`src/rtl/imm_ext_pkg.sv`:
```
// Shared constants for the immediate extender: mode encodings,
// op width and default immediate/output widths.
package imm_ext_pkg;

    localparam int OP_W      = 2;
    localparam int DEF_IN_W  = 16;
    localparam int DEF_OUT_W = 32;

    localparam logic [OP_W-1:0] EXT_ZERO   = 2'b00;
    localparam logic [OP_W-1:0] EXT_SIGN   = 2'b01;
    localparam logic [OP_W-1:0] EXT_UPPER  = 2'b10;
    localparam logic [OP_W-1:0] EXT_BRANCH = 2'b11;

endpackage

```
`src/rtl/imm_ext_core.sv`:
```
// Combinational mode mux: widens an IN_W-bit immediate to OUT_W bits
// using zero, sign, upper (LUI) or branch-offset extension.
module imm_ext_core
    import imm_ext_pkg::*;
#(
    parameter int IN_W     = DEF_IN_W,
    parameter int OUT_W    = DEF_OUT_W,
    parameter int BR_SHIFT = 2
) (
    input  logic [IN_W-1:0]  in_imm,
    input  logic [OP_W-1:0]  in_op,
    output logic [OUT_W-1:0] ext_data
);

    logic [OUT_W-1:0] zero_ext;
    logic [OUT_W-1:0] sign_ext;
    logic [OUT_W-1:0] upper_ext;
    logic [OUT_W-1:0] branch_ext;

    // When the widths match every extension degenerates to the raw
    // immediate, and zero-width replications must be avoided.
    generate
        if (OUT_W > IN_W) begin : g_wide
            assign zero_ext  = {{(OUT_W-IN_W){1'b0}}, in_imm};
            assign sign_ext  = {{(OUT_W-IN_W){in_imm[IN_W-1]}}, in_imm};
            assign upper_ext = {in_imm, {(OUT_W-IN_W){1'b0}}};
        end else begin : g_equal
            assign zero_ext  = in_imm;
            assign sign_ext  = in_imm;
            assign upper_ext = in_imm;
        end
    endgenerate

    // Branch offsets are word-scaled sign extensions; bits shifted past
    // the top are simply dropped.
    assign branch_ext = sign_ext << BR_SHIFT;

    // Select the extension requested by the decoder.
    always_comb begin
        ext_data = zero_ext;
        case (in_op)
            EXT_ZERO:   ext_data = zero_ext;
            EXT_SIGN:   ext_data = sign_ext;
            EXT_UPPER:  ext_data = upper_ext;
            EXT_BRANCH: ext_data = branch_ext;
            default:    ext_data = zero_ext;
        endcase
    end

endmodule

```
`src/rtl/imm_ext_unit.sv`:
```
// Immediate extender with a 2-entry valid/ready output buffer and
// synchronous flush. Optional accepted-transaction counter enabled by
// defining IMM_EXT_CNT_EN; otherwise ext_cnt is tied to zero.
module imm_ext_unit
    import imm_ext_pkg::*;
#(
    parameter int IN_W     = DEF_IN_W,
    parameter int OUT_W    = DEF_OUT_W,
    parameter int BR_SHIFT = 2
) (
    input  logic             clk,
    input  logic             rst,
    input  logic             flush,
    input  logic             in_valid,
    output logic             in_ready,
    input  logic [IN_W-1:0]  in_imm,
    input  logic [OP_W-1:0]  in_op,
    output logic             out_valid,
    input  logic             out_ready,
    output logic [OUT_W-1:0] out_data,
    output logic [15:0]      ext_cnt
);

    localparam logic [1:0] CNT_FULL = 2'd2;

    logic [OUT_W-1:0] ext_data;
    logic [1:0]       count_reg;
    logic [1:0]       count_next;
    logic             wr_ptr_reg;
    logic             wr_ptr_next;
    logic             rd_ptr_reg;
    logic             rd_ptr_next;
    logic             push;
    logic             push_eff;
    logic             pop;

    imm_ext_core #(
        .IN_W     (IN_W),
        .OUT_W    (OUT_W),
        .BR_SHIFT (BR_SHIFT)
    ) u_core (
        .in_imm   (in_imm),
        .in_op    (in_op),
        .ext_data (ext_data)
    );

    // Ready depends only on state (and reset), never on out_ready, so a
    // stalled consumer cannot form a combinational loop back to decode.
    assign in_ready  = !rst && (count_reg != CNT_FULL);
    assign out_valid = (count_reg != 2'd0);

    assign push     = in_valid && in_ready;
    // A beat offered during flush looks accepted but is dropped.
    assign push_eff = push && !flush;
    assign pop      = out_valid && out_ready;

    // Next-state for occupancy and pointers; pointers wrap naturally
    // because they are one bit wide.
    always_comb begin
        count_next  = count_reg;
        wr_ptr_next = wr_ptr_reg;
        rd_ptr_next = rd_ptr_reg;
        if (flush) begin
            count_next  = 2'd0;
            wr_ptr_next = 1'b0;
            rd_ptr_next = 1'b0;
        end else begin
            case ({push_eff, pop})
                2'b10:   count_next = count_reg + 2'd1;
                2'b01:   count_next = count_reg - 2'd1;
                default: count_next = count_reg;
            endcase
            if (push_eff) begin
                wr_ptr_next = ~wr_ptr_reg;
            end
            if (pop) begin
                rd_ptr_next = ~rd_ptr_reg;
            end
        end
    end

    // Occupancy and pointer registers.
    always_ff @(posedge clk) begin
        if (rst) begin
            count_reg  <= 2'd0;
            wr_ptr_reg <= 1'b0;
            rd_ptr_reg <= 1'b0;
        end else begin
            count_reg  <= count_next;
            wr_ptr_reg <= wr_ptr_next;
            rd_ptr_reg <= rd_ptr_next;
        end
    end

    // One storage slot per buffer entry; the slot addressed by the write
    // pointer captures the already-extended value.
    genvar gi;
    generate
        for (gi = 0; gi < 2; gi++) begin : g_entry
            logic [OUT_W-1:0] data_reg;

            // Capture the extended immediate on an effective push.
            always_ff @(posedge clk) begin
                if (rst) begin
                    data_reg <= '0;
                end else if (push_eff && (wr_ptr_reg == 1'(gi))) begin
                    data_reg <= ext_data;
                end
            end
        end
    endgenerate

    // Head of buffer is purely a register select, no input bypass.
    assign out_data = rd_ptr_reg ? g_entry[1].data_reg : g_entry[0].data_reg;

`ifdef IMM_EXT_CNT_EN
    logic [15:0] ext_cnt_reg;

    // Saturating count of effective pushes; only reset clears it.
    always_ff @(posedge clk) begin
        if (rst) begin
            ext_cnt_reg <= 16'h0000;
        end else if (push_eff && (ext_cnt_reg != 16'hFFFF)) begin
            ext_cnt_reg <= ext_cnt_reg + 16'h0001;
        end
    end

    assign ext_cnt = ext_cnt_reg;
`else
    assign ext_cnt = 16'h0000;
`endif

endmodule

```
`config.mk`:
```
export PLATFORM = sky130hd
export DESIGN_NAME = imm_ext_unit
export DESIGN_NICKNAME = d
export VERILOG_FILES = /design/src/rtl/imm_ext_pkg.sv /design/src/rtl/imm_ext_core.sv /design/src/rtl/imm_ext_unit.sv
export SDC_FILE = /design/constraint.sdc
export NUM_CORES = 1
export LEC_CHECK = 0
export ABC_AREA = 1
export BUFFER_PORTS_ARGS = -buffer_cell sky130_fd_sc_hd__buf_2
export CAP_MARGIN = 40
export CORE_MARGIN = 4
export CORE_UTILIZATION = 45
export CTS_CLUSTER_DIAMETER = 40
export CTS_CLUSTER_SIZE = 20
export DETAILED_ROUTE_END_ITERATION = 10
export PLACE_DENSITY = 0.63
export SYNTH_ARGS = -nofsm -noshare
export SYNTH_HDL_FRONTEND = slang
export SYNTH_HIERARCHICAL = 1
export SYNTH_SLANG_ARGS = --single-unit
export TNS_END_PERCENT = 10
```
`constraint.sdc`:
```
create_clock -name clk -period 1.85 [get_ports clk]
set_clock_uncertainty 0.05 [all_clocks]
set_input_delay 0.185 -clock clk [delete_from_list [all_inputs] [get_ports clk]]
set_output_delay 0.185 -clock clk [all_outputs]
set_load 0.01 [all_outputs]
```
==> impl_results.md, run 1 <==
- Reg clk slew, reported paths: 0.07 ns
- Via/cell ratio: 4.46
- Max FFs per register: 64
- Sequential share of the synthesized area: 36.7%
- Initial core utilization: 47.0%
- PD cells: 719 nW/um^2
- Die Width: 98.8 um
- Flops & latches, synth: 68
- Routed Antenna Nets: 0
- Site Rows: 32
- Drt drc: 0
- TritonCTS clock tree: done
- # setup viols final: 0
- Number of port buffers: 56
- Synth cell types: 25
- Total CTS buffers: 9
- Largest net degree at the start of global routing: 66
- Worst-Skew Late Latency: 0.33 ns
- HPWL after DPL: 5.71 mm
- Status: finished, final reports clean
- Cell area after synthesis: 3710 um^2
- Final period utilization: 84.3%
- RSZ-0062 raised after global routing: no
- Setup CP Type: reg -> reg
- Grt total ovfl: 0
- Clock root buffer: clkbuf_8
- Setup Fix Bufs, Post-CTS: 0
- Total wire length: 8.20 mm
- Vias: 3315
- Mapped Cells: 598
- H-tree depth: 3
- Setup slack after layout: 0.291 ns
- Setup_tns: 0 ns
- DRT iter0 DRCs: 188
- Fmax: 0.641 GHz
- Place WS: 0.315 ns
- Die Ht: 98.8 um
- Hold-fix buffers, CTS: 0
- Die Area: 9750 um^2
- Final Cell Area: 4130 um^2
- Fill cells: 832
- Min-delay worst type: in -> reg
- Nets: 664
- Area grow syn2layout: 11.3%
- Clock sinks: 68
- Per-cell routed wire length: 11.0 um
- IO Count: 73
- Largest delay share family, worst path: simple AND/OR/NAND/NOR gates
- Clk buf depth: 2
- Antenna diodes: 0
- Final Hold Viols: 0
- Number of global-route vias before repair: 3054
- GPL Wtd Cong: 0.809
- Worst path buffer plus inverter count: 1
- Slowest-stage cell, CP: dfxtp_1
- Overall global routing resource usage: 17.4%
- Share of layout cells above drive strength 1: 17.3%
- Cts repair resizes: 0
- Placed instance area: 3960 um^2
- Wire length of the first global-routing pass: 13.9 mm
- Max cap viols: 0
- WP data required: 2.07 ns
- CP arrival: 1.78 ns
- Antenna violations before repair: 0
- Mean Syn Cell Area: 6.20 um^2
- Yosys warnings: 6
- CP max FO: 5
- Crit end category: register
- Crit path cell chain: inv_2, nand2_2, nand3_1, ha_1, or2_2, nand4_1, nand2_1, nor2_1
- Slowest stage delay, CP: 0.40 ns
- Fin. max-slew vios: 0
- Fin crit period: 1.56 ns
- Startpoint Class: register
- CORE AREA: 7890 um^2
- LEAKAGE: 0.00232 uW
- Initial DRT Pass Iterations: 4
- VDD IR-drop max: 0.000336 V
## worst register-to-register path, stage by stage (launching register included)
cell	delay (ns)
dfxtp_1	0.40
inv_2	0.08
nand2_2	0.11
nand3_1	0.11
ha_1	0.22
or2_2	0.29
nand4_1	0.08
nand2_1	0.06
nor2_1	0.10
## logic make-up (layout without fill, tap and decap cells)
| logic type | Yosys count | after routing | synth area share (%) |
|---|---|---|---|
| AND/OR/NAND/NOR | 331 | 331 | 35.1 |
| buffers and inverters | 132 | 161 | 16.7 |
| flip-flops | 68 | 68 | 36.7 |
| AO/OA/AOI/OAI | 65 | 65 | 11.0 |
| adder cells (fa/ha/maj) | 1 | 1 | 0.337 |
| other | 1 | 16 | 0.101 |
## layout make-up
class / instances / area, um^2 / area share (%)
multi-input combinational: 413 / 1780 / 43.2
inverter: 85 / 319 / 7.73
clock inverter: 2 / 12.5 / 0.303
sequential: 68 / 1360 / 33.0
clock buffer: 11 / 151 / 3.67
tap: 102 / 128 / 3.09
timing repair buffer: 63 / 370 / 8.98
## cells in the mapped netlist, drive strengths merged
master  count  area (um^2)
or2         2         12.5
o21ai      60          375
conb        1         3.75
nor2      134          510
o21a        1         7.51
nand4       3         40.0
ha          1         12.5
dfxtp      68         1360
nand3       6         30.0
clkbuf     11         41.3
a21oi       3         18.8
a31oi       1         6.26
nand2     186          708
inv        85          319
buf        36          260
## power breakdown
| group | internal (uW) | switching, uW |
|---|---|---|
| Sequential | 1510 | 11.9 |
| Clock | 535 | 514 |
| Combinational | 129 | 270 |
## stage by stage
step / hold WS, ns / cells / power, uW / utilization, %
after global placement: 0.428 / 731 / 1950 / 50.2
after detailed placement: 0.427 / 731 / 1950 / 50.2
after CTS: 0.0616 / 744 / 3010 / 52.3
after floorplan: 0.300 / 613 / 1850 / -
after global routing: 0.0735 / 744 / 3130 / 52.3
final: 0.0795 / 744 / 2970 / 52.3
## cells in the final DEF (no fill, tap or decap)
cell and instances:
a21oi_1 2, a21oi_2 1, a31oi_1 1, buf_12 3, buf_2 56, buf_4 4, clkbuf_8 11, clkinv_2 1
clkinvlp_4 1, conb_1 16, dfxtp_1 67, dfxtp_2 1, ha_1 1, inv_1 81, inv_2 4, nand2_1 182
nand2_2 4, nand3_1 6, nand4_1 1, nand4_2 1, nand4_4 1, nor2_1 133, nor2_4 1, o21a_1 1
o21ai_0 40, o21ai_2 20, or2_2 2
## worst paths after layout
kind	slack [ns]	endpoint	startpoint	cells past startpoint
worst min-delay path	0.08	rd_ptr_reg	flush	4
worst min register to register	0.46	g_entry[1].data_reg[16]	g_entry[1].data_reg[16]	4
worst max register to register	0.29	count_reg[1]	count_reg[0]	8
worst max-delay path	0.29	count_reg[1]	count_reg[0]	8
## per-layer routing
layer  wire length (um)  up-vias  track usage, %
met5                  0        -               0
met4                 46        0            5.67
met3                581        4            5.38
met2               3600       80            27.2
met1               3970     1417            22.9
li1                   -     1814               -
Power figures use the tool's default switching activity.
==> run 2: changes to the inputs <==
Clock period 1.85 ns to 1.5 ns, I/O delays scaled along.
==> run 2 against run 1 <==
  * Via count is 1.1% higher
  * Largest cell class unchanged
  * Flip-flop and latch count stayed put
  * Power is 32% higher
==> impl_results.md, run 2 (same netlist as run 1, synthesis figures left out) <==
- Status: finished, final reports clean
- Crit path cell chain: buf_12, o21ai_0, buf_2
- HPWL after DPL: 5.83 mm
- Largest net degree at the start of global routing: 65
- Setup CP Type: reg -> out
- TritonCTS clock tree: done
- Total CTS buffers: 9
- Initial DRT Pass Iterations: 4
- H-tree depth: 3
- Final period utilization: 96.4%
- Fin crit period: 1.45 ns
- RR Endpoint: count_reg[1]
- Vias: 3351
- Setup slack after layout: 0.0545 ns
- Nets: 671
- DRT iter0 DRCs: 171
- Antenna diodes: 0
- Worst-Skew Late Latency: 0.34 ns
- Sequential Power Share: 47.6%
- Startpoint Class: register
- Die Width: 98.8 um
- IO Count: 73
- Place WS: 0.0200 ns
- Clock sinks: 68
- Via/cell ratio: 4.44
- Reg clk slew, reported paths: 0.07 ns
- VDD IR-drop max: 0.000542 V
- Share of layout cells above drive strength 1: 18.7%
- GPL Wtd Cong: 0.798
- Total wire length: 8.38 mm
- Clock root buffer: clkbuf_8
- Grt total ovfl: 0
- Fin. max-slew vios: 0
- Antenna violations before repair: 0
- Initial core utilization: 47.0%
- Worst Setup SP: rd_ptr_reg
- Wire length of the first global-routing pass: 13.9 mm
- Min Hold Slack: 0.134 ns
- Slowest-stage cell, CP: dfxtp_4
- LEAKAGE: 0.00239 uW
- Max cap viols: 0
- CORE AREA: 7890 um^2
- Hold Path Stages: 5
- Area grow syn2layout: 15.0%
- Die Ht: 98.8 um
- Hold EP: g_entry[0].data_reg[9]
- # setup viols final: 0
- Slack of the worst reg-to-reg path: 0.06 ns
- Min-delay worst type: in -> reg
- Overall global routing resource usage: 17.5%
- Most common cell after layout, fill and taps aside: nand2_1
- Most frequent cells in the layout: 182 x nand2_1, 133 x nor2_1, 81 x inv_1
- Routed Antenna Nets: 0
- Final Non-Filler Cells: 754
- Die Area: 9750 um^2
- Drt drc: 0
- Final Hold Viols: 0
- Clk buf depth: 2
- Internal power: 2880 uW
- Reg2Reg Launch Point: count_reg[0]
- Comb pwr share: 12.9%
- RSZ-0062 raised after global routing: yes
- Crit end category: output pin
- Clock Power Share: 39.5%
- Fmax: 0.692 GHz
- Slowest stage delay, CP: 0.37 ns
- WP data required: 1.30 ns
- Number of port buffers: 56
- R2r worst-path depth: 7
- Site Rows: 32
- Placed instance count: 736
- Fill cells: 813
- CP arrival: 1.25 ns
- CP max FO: 24
- Switching Fraction: 26.7%
- Max FFs per register: 64
- HP Start: in_imm[9]
- Number of global-route vias before repair: 3000
- Per-cell routed wire length: 11.1 um
- Sw Pwr: 1050 uW
- PD cells: 922 nW/um^2
run 2: metal layers:
| metal | vias to the layer above | GRT usage (%) | share of wire, % |
|---|---|---|---|
| met5 | - | 0 | 0 |
| met4 | 0 | 4.10 | 0.61 |
| met3 | 4 | 4.95 | 5.5 |
| met2 | 63 | 27.8 | 45 |
| met1 | 1448 | 23.7 | 49 |
| li1 | 1836 | - | - |
run 2: layout make-up:
type,count,area [um^2],share of cell area (%)
clock buffer,12,155,3.64
clock inverter,4,47.5,1.12
inverter,85,319,7.49
multi-input combinational,413,1790,41.9
sequential,68,1370,32.1
tap,102,128,2.99
timing repair buffer,70,460,10.8
run 2: per-stage QoR:
step	setup TNS (ns)	instance area, um^2	power [uW]	utilization (%)
finish	0	4260	3930	54.0
global route	-0.0577	4260	4140	54.0
CTS	0	4260	3970	54.0
detailed placement	0	4040	2420	51.2
global placement	0	4040	2410	51.2
floorplan	0	3760	2290	-
run 2: power groups by stage:
stage          Sequential [uW]  Clock [uW]  Combinational (uW)
3_3_place_gp              1910           0                 498
6_report                  1870        1550                 507
3_5_place_dp              1910           0                 506
5_1_grt                   1870        1690                 572
2_1_floorplan             1910           0                 378
4_1_cts                   1870        1590                 509
run 2: what timing repair did:
item,in CTS,in global routing
hold buffers,0,0
endpoints found under the setup margin,27,14
gates resized for setup,2,11
gates cloned,0,0
buffers inserted,2,0
run 2: worst max-delay path, delay by kind of cell, from the launching register on:
kind	cells	cell delay [ns]
buffers and inverters	2	0.32
AOI/OAI and AO/OA	1	0.21
DFF	1	0.37
run 2: worst max path at each step:
stage                     slack, ns           end  depth (start not counted)
after CTS                     0.008  count_reg[1]                          7
after floorplan                0.08  count_reg[1]                          7
after global placement         0.09  count_reg[1]                          7
after global routing          -0.02  out_data[29]                          4
final                          0.05  out_data[26]                          3
after detailed placement       0.02  count_reg[1]                          7
